==> config.mk <==
export PLATFORM = sky130hd
export DESIGN_NAME = lf_sub16_pipe
export DESIGN_NICKNAME = d
export VERILOG_FILES = /design/src/rtl/lf_sub16_pipe.sv
export SDC_FILE = /design/constraint.sdc
export NUM_CORES = 1
export LEC_CHECK = 0
export CORE_ASPECT_RATIO = 1.25
export CORE_UTILIZATION = 40
export DETAILED_ROUTE_END_ITERATION = 7
export PLACE_DENSITY = 0.67
export SYNTH_ARGS = -nofsm -noshare
export SYNTH_HDL_FRONTEND = slang
export SYNTH_SLANG_ARGS = --single-unit
==> constraint.sdc <==
create_clock -name clk -period 1.8 [get_ports clk]
set_clock_uncertainty 0.05 [all_clocks]
set_input_delay 0.27 -clock clk [delete_from_list [all_inputs] [get_ports clk]]
set_output_delay 0.27 -clock clk [all_outputs]
set_load 0.03 [all_outputs]
==> src/rtl/lf_sub16_pipe.sv <==
// rtl/lf_sub16_pipe.sv - two-stage Ladner-Fischer subtractor (X - Y) with valid/ready handshake
module lf_sub16_pipe #(
    parameter int WIDTH = 16
) (
    input  logic             clk,
    input  logic             rst_n,
    input  logic             in_valid,
    output logic             in_ready,
    input  logic [WIDTH-1:0] X,
    input  logic [WIDTH-1:0] Y,
    output logic             out_valid,
    input  logic             out_ready,
    output logic [WIDTH:0]   S,
    output logic             ovf
);

    generate
        if (WIDTH != 16) begin : g_width_check
            $error("lf_sub16_pipe: only WIDTH = 16 is supported");
        end
    endgenerate

    // Flow control
    logic v1_q, v1_d;
    logic v2_q, v2_d;
    logic adv1, adv2, load1, load2;

    assign adv2     = !v2_q || out_ready;
    assign adv1     = !v1_q || adv2;
    assign in_ready = adv1;
    assign load1    = in_valid && adv1;
    assign load2    = v1_q && adv2;

    always_comb begin
        v1_d = v1_q;
        v2_d = v2_q;
        if (load1) begin
            v1_d = 1'b1;
        end else if (adv2) begin
            v1_d = 1'b0;
        end
        if (adv2) begin
            v2_d = v1_q;
        end
    end

    // Stage 1: bit generate/propagate of X + ~Y, carry-in folded into bit 0, levels 1-2
    logic [WIDTH-1:0] g_l0, p_l0, p_bit;
    logic [WIDTH-1:0] g_l1, p_l1;
    logic [WIDTH-1:0] g_l2, p_l2;

    assign p_bit = X ^ ~Y;

    generate
        for (genvar i = 0; i < WIDTH; i++) begin : g_stage1
            if (i == 0) begin : g_bit0
                assign g_l0[i] = (X[i] & ~Y[i]) | p_bit[i];
                assign p_l0[i] = 1'b0;
            end else begin : g_bitn
                assign g_l0[i] = X[i] & ~Y[i];
                assign p_l0[i] = p_bit[i];
            end

            if (i % 2 == 1) begin : g_lvl1
                assign g_l1[i] = g_l0[i] | (p_l0[i] & g_l0[i-1]);
                assign p_l1[i] = p_l0[i] & p_l0[i-1];
            end else begin : g_lvl1_pass
                assign g_l1[i] = g_l0[i];
                assign p_l1[i] = p_l0[i];
            end

            if (i % 4 == 3) begin : g_lvl2
                assign g_l2[i] = g_l1[i] | (p_l1[i] & g_l1[i-2]);
                assign p_l2[i] = p_l1[i] & p_l1[i-2];
            end else begin : g_lvl2_pass
                assign g_l2[i] = g_l1[i];
                assign p_l2[i] = p_l1[i];
            end
        end
    endgenerate

    logic [WIDTH-1:0] s1_g_q, s1_p_q, s1_praw_q;
    logic             s1_x15_q, s1_y15_q;

    always_ff @(posedge clk or negedge rst_n) begin
        if (!rst_n) begin
            v1_q      <= 1'b0;
            s1_g_q    <= '0;
            s1_p_q    <= '0;
            s1_praw_q <= '0;
            s1_x15_q  <= 1'b0;
            s1_y15_q  <= 1'b0;
        end else begin
            v1_q <= v1_d;
            if (load1) begin
                s1_g_q    <= g_l2;
                s1_p_q    <= p_l2;
                s1_praw_q <= p_bit;
                s1_x15_q  <= X[WIDTH-1];
                s1_y15_q  <= Y[WIDTH-1];
            end
        end
    end

    // Stage 2: levels 3-4 on odd positions only, then even positions fixed up from their odd neighbour
    logic [WIDTH-1:0] g_l3, p_l3, g_l4, g_fix, carry, sum_d;
    logic [WIDTH:0]   s_d;
    logic             ovf_d;

    generate
        for (genvar i = 0; i < WIDTH; i++) begin : g_stage2
            if ((i % 2 == 1) && ((i / 4) % 2 == 1)) begin : g_lvl3
                assign g_l3[i] = s1_g_q[i] | (s1_p_q[i] & s1_g_q[(i/4)*4-1]);
                assign p_l3[i] = s1_p_q[i] & s1_p_q[(i/4)*4-1];
            end else begin : g_lvl3_pass
                assign g_l3[i] = s1_g_q[i];
                assign p_l3[i] = s1_p_q[i];
            end

            if ((i % 2 == 1) && (i >= 8)) begin : g_lvl4
                assign g_l4[i] = g_l3[i] | (p_l3[i] & g_l3[7]);
            end else begin : g_lvl4_pass
                assign g_l4[i] = g_l3[i];
            end

            if ((i % 2 == 0) && (i > 0)) begin : g_fixup
                assign g_fix[i] = g_l4[i] | (s1_p_q[i] & g_l4[i-1]);
            end else begin : g_fixup_pass
                assign g_fix[i] = g_l4[i];
            end

            if (i == 0) begin : g_cin
                assign carry[i] = 1'b1;
            end else begin : g_cprop
                assign carry[i] = g_fix[i-1];
            end
        end
    endgenerate

    logic unused_p_l3;
    assign unused_p_l3 = ^p_l3;

    assign sum_d = s1_praw_q ^ carry;
    assign s_d   = {~g_fix[WIDTH-1], sum_d};
    assign ovf_d = (s1_x15_q != s1_y15_q) && (sum_d[WIDTH-1] != s1_x15_q);

    logic [WIDTH:0] s_q;
    logic           ovf_q;

    always_ff @(posedge clk or negedge rst_n) begin
        if (!rst_n) begin
            v2_q  <= 1'b0;
            s_q   <= '0;
            ovf_q <= 1'b0;
        end else begin
            v2_q <= v2_d;
            if (load2) begin
                s_q   <= s_d;
                ovf_q <= ovf_d;
            end
        end
    end

    assign out_valid = v2_q;
    assign S         = s_q;
    assign ovf       = ovf_q;

endmodule

---- Word level (Yosys, flattened, before mapping) ----
Cells that the tools add are included.
storage, ports and cells
  output and inout port bits .............. 20
  logic and storage cells ................. 124
  register bits after elaboration ......... 67
  input port bits ......................... 36
operators by class
  equal/unequal tests ..................... 2
  bitwise logic cells ..................... 103
  reductions and logical operators ........ 8
  multiplexer cells ....................... 2
operator list
  operator             count
  $and A1 B1 Y1        55
  $xor A16 B16 Y16     2
  $or A1 B1 Y1         28
  $not A1 Y1           17
  $not A16 Y16         1
  $logic_and A1 B1 Y1  3
  $logic_not A1 Y1     2
  $logic_or A1 B1 Y1   2
  $mux W1              2
  $ne A1 B1 Y1         2
  $reduce_bool A2 Y1   1

---- Depth between registers and ports, before layout ----
  depth in word-level cells ............... 9
  gate-level depth with buffers ........... 8
  gate-level depth less buffers ........... 8

---- Worst setup path before layout ----
Ideal clock, no wire load.
  path type ............................... register -> register
  from .................................... register s1_g_q[3]
  to ...................................... register ovf_q (netlist: ovf)
  buffers on the path ..................... 0
  clock period less this slack ............ 1.884 ns
  required time ........................... 1.624 ns
  data arrival time ....................... 1.708 ns
  setup slack ............................. -0.084 ns
  library setup time ...................... 0.126 ns
  stages on the path, launching flop included .. 9
  cell sequence ........................... dfrtp_1 -> a21o_1 -> a21o_1 -> a21o_1 -> ha_1 -> nor2_1 -> xnor2_1 -> nor4b_1 -> a221o_1
on the way
  cells in the longest elaborated chain, start to end .. 9
ends and longest elaborated chain
  what                    RTL line  text
  start, declared         82        logic [WIDTH-1:0] s1_g_q, s1_p_q, s1_praw_q;
  start signal, assigned  96        s1_g_q <= g_l2;
  $and A1 B1 Y1           113       assign g_l3[i] = s1_g_q[i] | (s1_p_q[i] & s1_g_q[(i/4)*4-1]);
  $or A1 B1 Y1            113
  $and A1 B1 Y1           121       assign g_l4[i] = g_l3[i] | (p_l3[i] & g_l3[7]);
  $or A1 B1 Y1            121
  $and A1 B1 Y1           127       assign g_fix[i] = g_l4[i] | (s1_p_q[i] & g_l4[i-1]);
  $or A1 B1 Y1            127
  $xor A16 B16 Y16        143       assign sum_d = s1_praw_q ^ carry;
  $ne A1 B1 Y1            145       assign ovf_d = (s1_x15_q != s1_y15_q) && (sum_d[WIDTH-1] != s1_x15_q);
  $logic_and A1 B1 Y1     145
  end signal, assigned    159       ovf_q <= ovf_d;
  end, declared           148       logic ovf_q;
No other way between the ends.
A chain may end at the register's enable or synchronous reset.

---- Final worst setup path ----
  from .................................... register s1_p_q[7]
  to ...................................... register ovf_q (netlist: ovf)
on the way
  cells in the longest elaborated chain, start to end .. 9
ends and longest elaborated chain
  what                    RTL line  text
  start, declared         82
  start signal, assigned  97        s1_p_q <= p_l2;
  $and A1 B1 Y1           113
  $or A1 B1 Y1            113
  $and A1 B1 Y1           121
  $or A1 B1 Y1            121
  $and A1 B1 Y1           127
  $or A1 B1 Y1            127
  $xor A16 B16 Y16        143
  $ne A1 B1 Y1            145
  $logic_and A1 B1 Y1     145
No other way between the ends.

==> summary.md <==
| Metric | Value |
|---|---|
| Setup tns final | -13.92 ps |
| Yosys reg bits | 60 |
| Net Count, Synth | about 350 |
| Mapped Area | around 2800 um2 |
| Vias in the first global route | 2062 |
| R2R Path Start | s1_p_q[7]$_DFFE_PN0P_ |
| Tot Pwr | between 4 and 5 mW |
| CP delay by family, top | compound AO/OA/AOI/OAI gates |
| Die area | approximately 7400 um2 |
| Power density over the cells | around 1100 nW/um2 |
| TritonCTS buffer count | 9 |
| Switching Share | 0.3283 |
| Remaining global-route overflow | 0 |
| Row cnt | 34 |
| CP Capture Type | flip-flop |
| Clk Latency, worst-skew pair | ~330 ps |
| F_max | between 500 and 600 MHz |
| Post-synth top area share | 0.5282 |
| Required @ worst endpoint | between 1500 and 2000 ps |
| CP arrival | approximately 2000 ps |
| Final slew viol count | 0 |
| Area growth syn-to-layout | 36.05% |
| First-pass GRT wire length | approximately 9500 um |
| Largest net degree at the start of global routing | 27 |
| Die height | between 90 and 100 um |
| RR Endpoint | ovf$_DFFE_PN0P_ |
| Bufs and invs on worst path | 0 |
| Syn_area_per_cell | just under 10 um2 |
| Total core area | around 6900 um2 |
| Combinational power share | 0.324 |
| DP Area | 3621 um2 |
| Initial antenna violation count | 0 |
| Wirelength, routed | approximately 5700 um |
| RSZ-0062 raised after global routing | yes |
| Initial Util | 0.4100 |
| Peak VDD IR | between 0.6 and 0.7 mV |
| Setup crit start kind | flip-flop |
| Post-DP HPWL | approximately 4300 um |
| Clock Pin Slew Worst Setup and Hold Paths | roughly 70 ps |
| Via count | 2147 |
| Crit-path max FO | 3 |
| Root Buffer | clkbuf_8 |
| Fin. Hold Viols | 0 |
| Status | finished, violations left |
| Die W | roughly 77 um |
| Fin util | 0.5577 |
| Antenna cells | 0 |
| Number of vias per cell | about 4.7 |
| WHS | 358.5 ps |
| DR WL/cell | around 12 um |
| Clk buf depth | 2 |
| All-layer global routing usage | 0.1678 |
| Reg2Reg Depth | 8 |
| DR pass1 iterations | 4 |
| Input/output buffers | 55 |
| Post-layout instance area | 3867 um2 |
| Sequential Power Share | 0.410 |
| Number of synthesized flops with an enable pin | 0 |
| Reg-to-reg setup timing slack | -10 ps |
| Int Pwr | 2.944 mW |
| Netlist cell types | 30 |
| Final Cycle Share | 1.008 |
| Worst setup margin | -13.92 ps |
| Clock power share | 0.267 |
| Final ANT Viol Nets | 0 |
| Initial drt markers | between 100 and 150 |
| Slowest stage delay, CP | ~380 ps |
| Final non-filler cell total | between 400 and 500 |
| Top cell type by total area after synthesis | dfrtp_1 |
| Cells after Synth | 287 |
| Post-route DRC | 0 |
| P_leak | between 1.5 and 2 nW |
| Top cells by area, synth | dfrtp_1 (53%), nand2_1 (13%), ha_1 (10%) |
| CTS tree | done |
| Worst path slowest cell | dfrtp_1 |
| Max cap viols | 0 |
| Hold Path Class | primary input to asynchronous set/reset pin |
| Net switching power figure | between 1 and 1.5 mW |
| H-tree depth | 3 |
| Placed insts | 441 |
| Cells along the critical path | a21o_1 > a21o_1 > a21o_1 > ha_2 > nor2_4 > xnor2_2 > nor4b_2 > a221o_1 |
| Seq/Total Area, Yosys | 0.5282 |
| CTS sink cnt | 60 |
| Fin crit period | 1814 ps |
| Failing checks | setup timing |
| Crit-path most repeated cell | a21o_1 |
| Ports | between 50 and 60 |
| Slew margin rel. | 0.7294 |
| Yosys warns | 0 |
| Setup Viol. Count Final | 1 |
| Synth async-reset ratio | 1.000 |
| Share of layout cells above drive strength 1 | 0.1294 |
| Top_reg_cell synth | dfrtp_1 |
| Critical path type | flip-flop to flip-flop |
| Routability cong. | ~0.8 |
| Post-Place Worst Slack | -122.5 ps |
| Layout Nets | around 430 |
| Worst slew pin tran | slightly above 400 ps |
-- routing by layer --
layer	part of all wire	wire, um	track usage	vias to the layer above
met5	0	0	0	-
met4	0.014	79	0.07547	0
met3	0.026	147	0.03697	4
met2	0.52	2938	0.2928	39
met1	0.44	2496	0.1984	1010
li1	-	-	-	1094
-- power by group through the flow --
| stage | combinational [mW] | sequential [mW] | clock [mW] |
|---|---|---|---|
| global placement | 1.39 | 1.81 | 0 |
| detailed placement | 1.40 | 1.82 | 0 |
| CTS | 1.44 | 1.80 | 1.20 |
| global route | 1.54 | 1.84 | 1.28 |
| floorplan | 0.479 | 2.12 | 0 |
| finish | 1.42 | 1.80 | 1.17 |
-- cell usage after synthesis, types with 2 or more instances --
library cell	number
nand2_1	97
dfrtp_1	60
ha_1	23
inv_1	16
nor2_1	13
o21ai_1	9
a21o_1	8
buf_2	8
mux2_1	8
o21ai_0	6
xor2_1	6
a21oi_1	4
nand3_1	4
a31oi_1	3
nand2b_1	3
buf_6	2
mux2_4	2
nand4_1	2
xnor2_1	2
-- registers in the layout, indices dropped and copies added, names as in the netlist --
| register | cells |
|---|---|
| S | 17 |
| out_valid | 1 |
| ovf | 1 |
| s1_g_q | 16 |
| s1_p_q | 6 |
| s1_praw_q | 16 |
| s1_x15_q | 1 |
| s1_y15_q | 1 |
| v1_q | 1 |
-- worst max-delay path by stage --
stage | startpoint | endpoint | slack [ps] | depth (start not counted)
global placement | Y[13] | s1_g_q[15]$_DFFE_PN0P_ | -60 | 7
finish | s1_p_q[7]$_DFFE_PN0P_ | ovf$_DFFE_PN0P_ | -10 | 8
floorplan | s1_g_q[3]$_DFFE_PN0P_ | ovf$_DFFE_PN0P_ | -20 | 8
CTS | s1_p_q[7]$_DFFE_PN0P_ | ovf$_DFFE_PN0P_ | -20 | 8
detailed placement | Y[13] | s1_g_q[15]$_DFFE_PN0P_ | -120 | 7
global route | s1_p_q[7]$_DFFE_PN0P_ | ovf$_DFFE_PN0P_ | -80 | 8
-- cell families after synthesis --
group | share of synthesized area
and+or+nand+nor | 0.1805
muxes | 0.04226
adders and majority gates | 0.1012
xor gates and xnor gates | 0.02465
DFF | 0.5282
AOI/OAI and AO/OA | 0.07747
buffers and inverters | 0.04578
-- layout by cell type, fill, tap and decap left out, drive strengths merged, types with 6 or more instances in the layout --
cell / instances
a21o: 8
buf: 25
clkbuf: 10
clkdlybuf4s50: 52
dfrtp: 60
ha: 23
inv: 16
mux2: 10
nand2: 97
nor2: 13
o21ai: 15
xor2: 6
-- final cells by class --
type                            instances  area (um2)
Clock buffer                           10       127.6
Tap cell                               90       112.6
Clock inverter                          6       65.06
Multi-Input combinational cell        200        1235
Timing Repair Buffer                   79       765.7
Sequential cell                        60        1501
Fill cell                             591        3067
Inverter                               16       60.06
-- repair_timing --
item | in CTS | in global routing
gates resized for setup | 3 | 1
setup endpoints to repair | 1 | 2
setup buffers | 2 | 1
endpoints found under the hold margin | 14 | 0
hold buffers | 1 | 0
pin swaps | 4 | 2
Note: power is estimated with default switching activity, not from simulation.
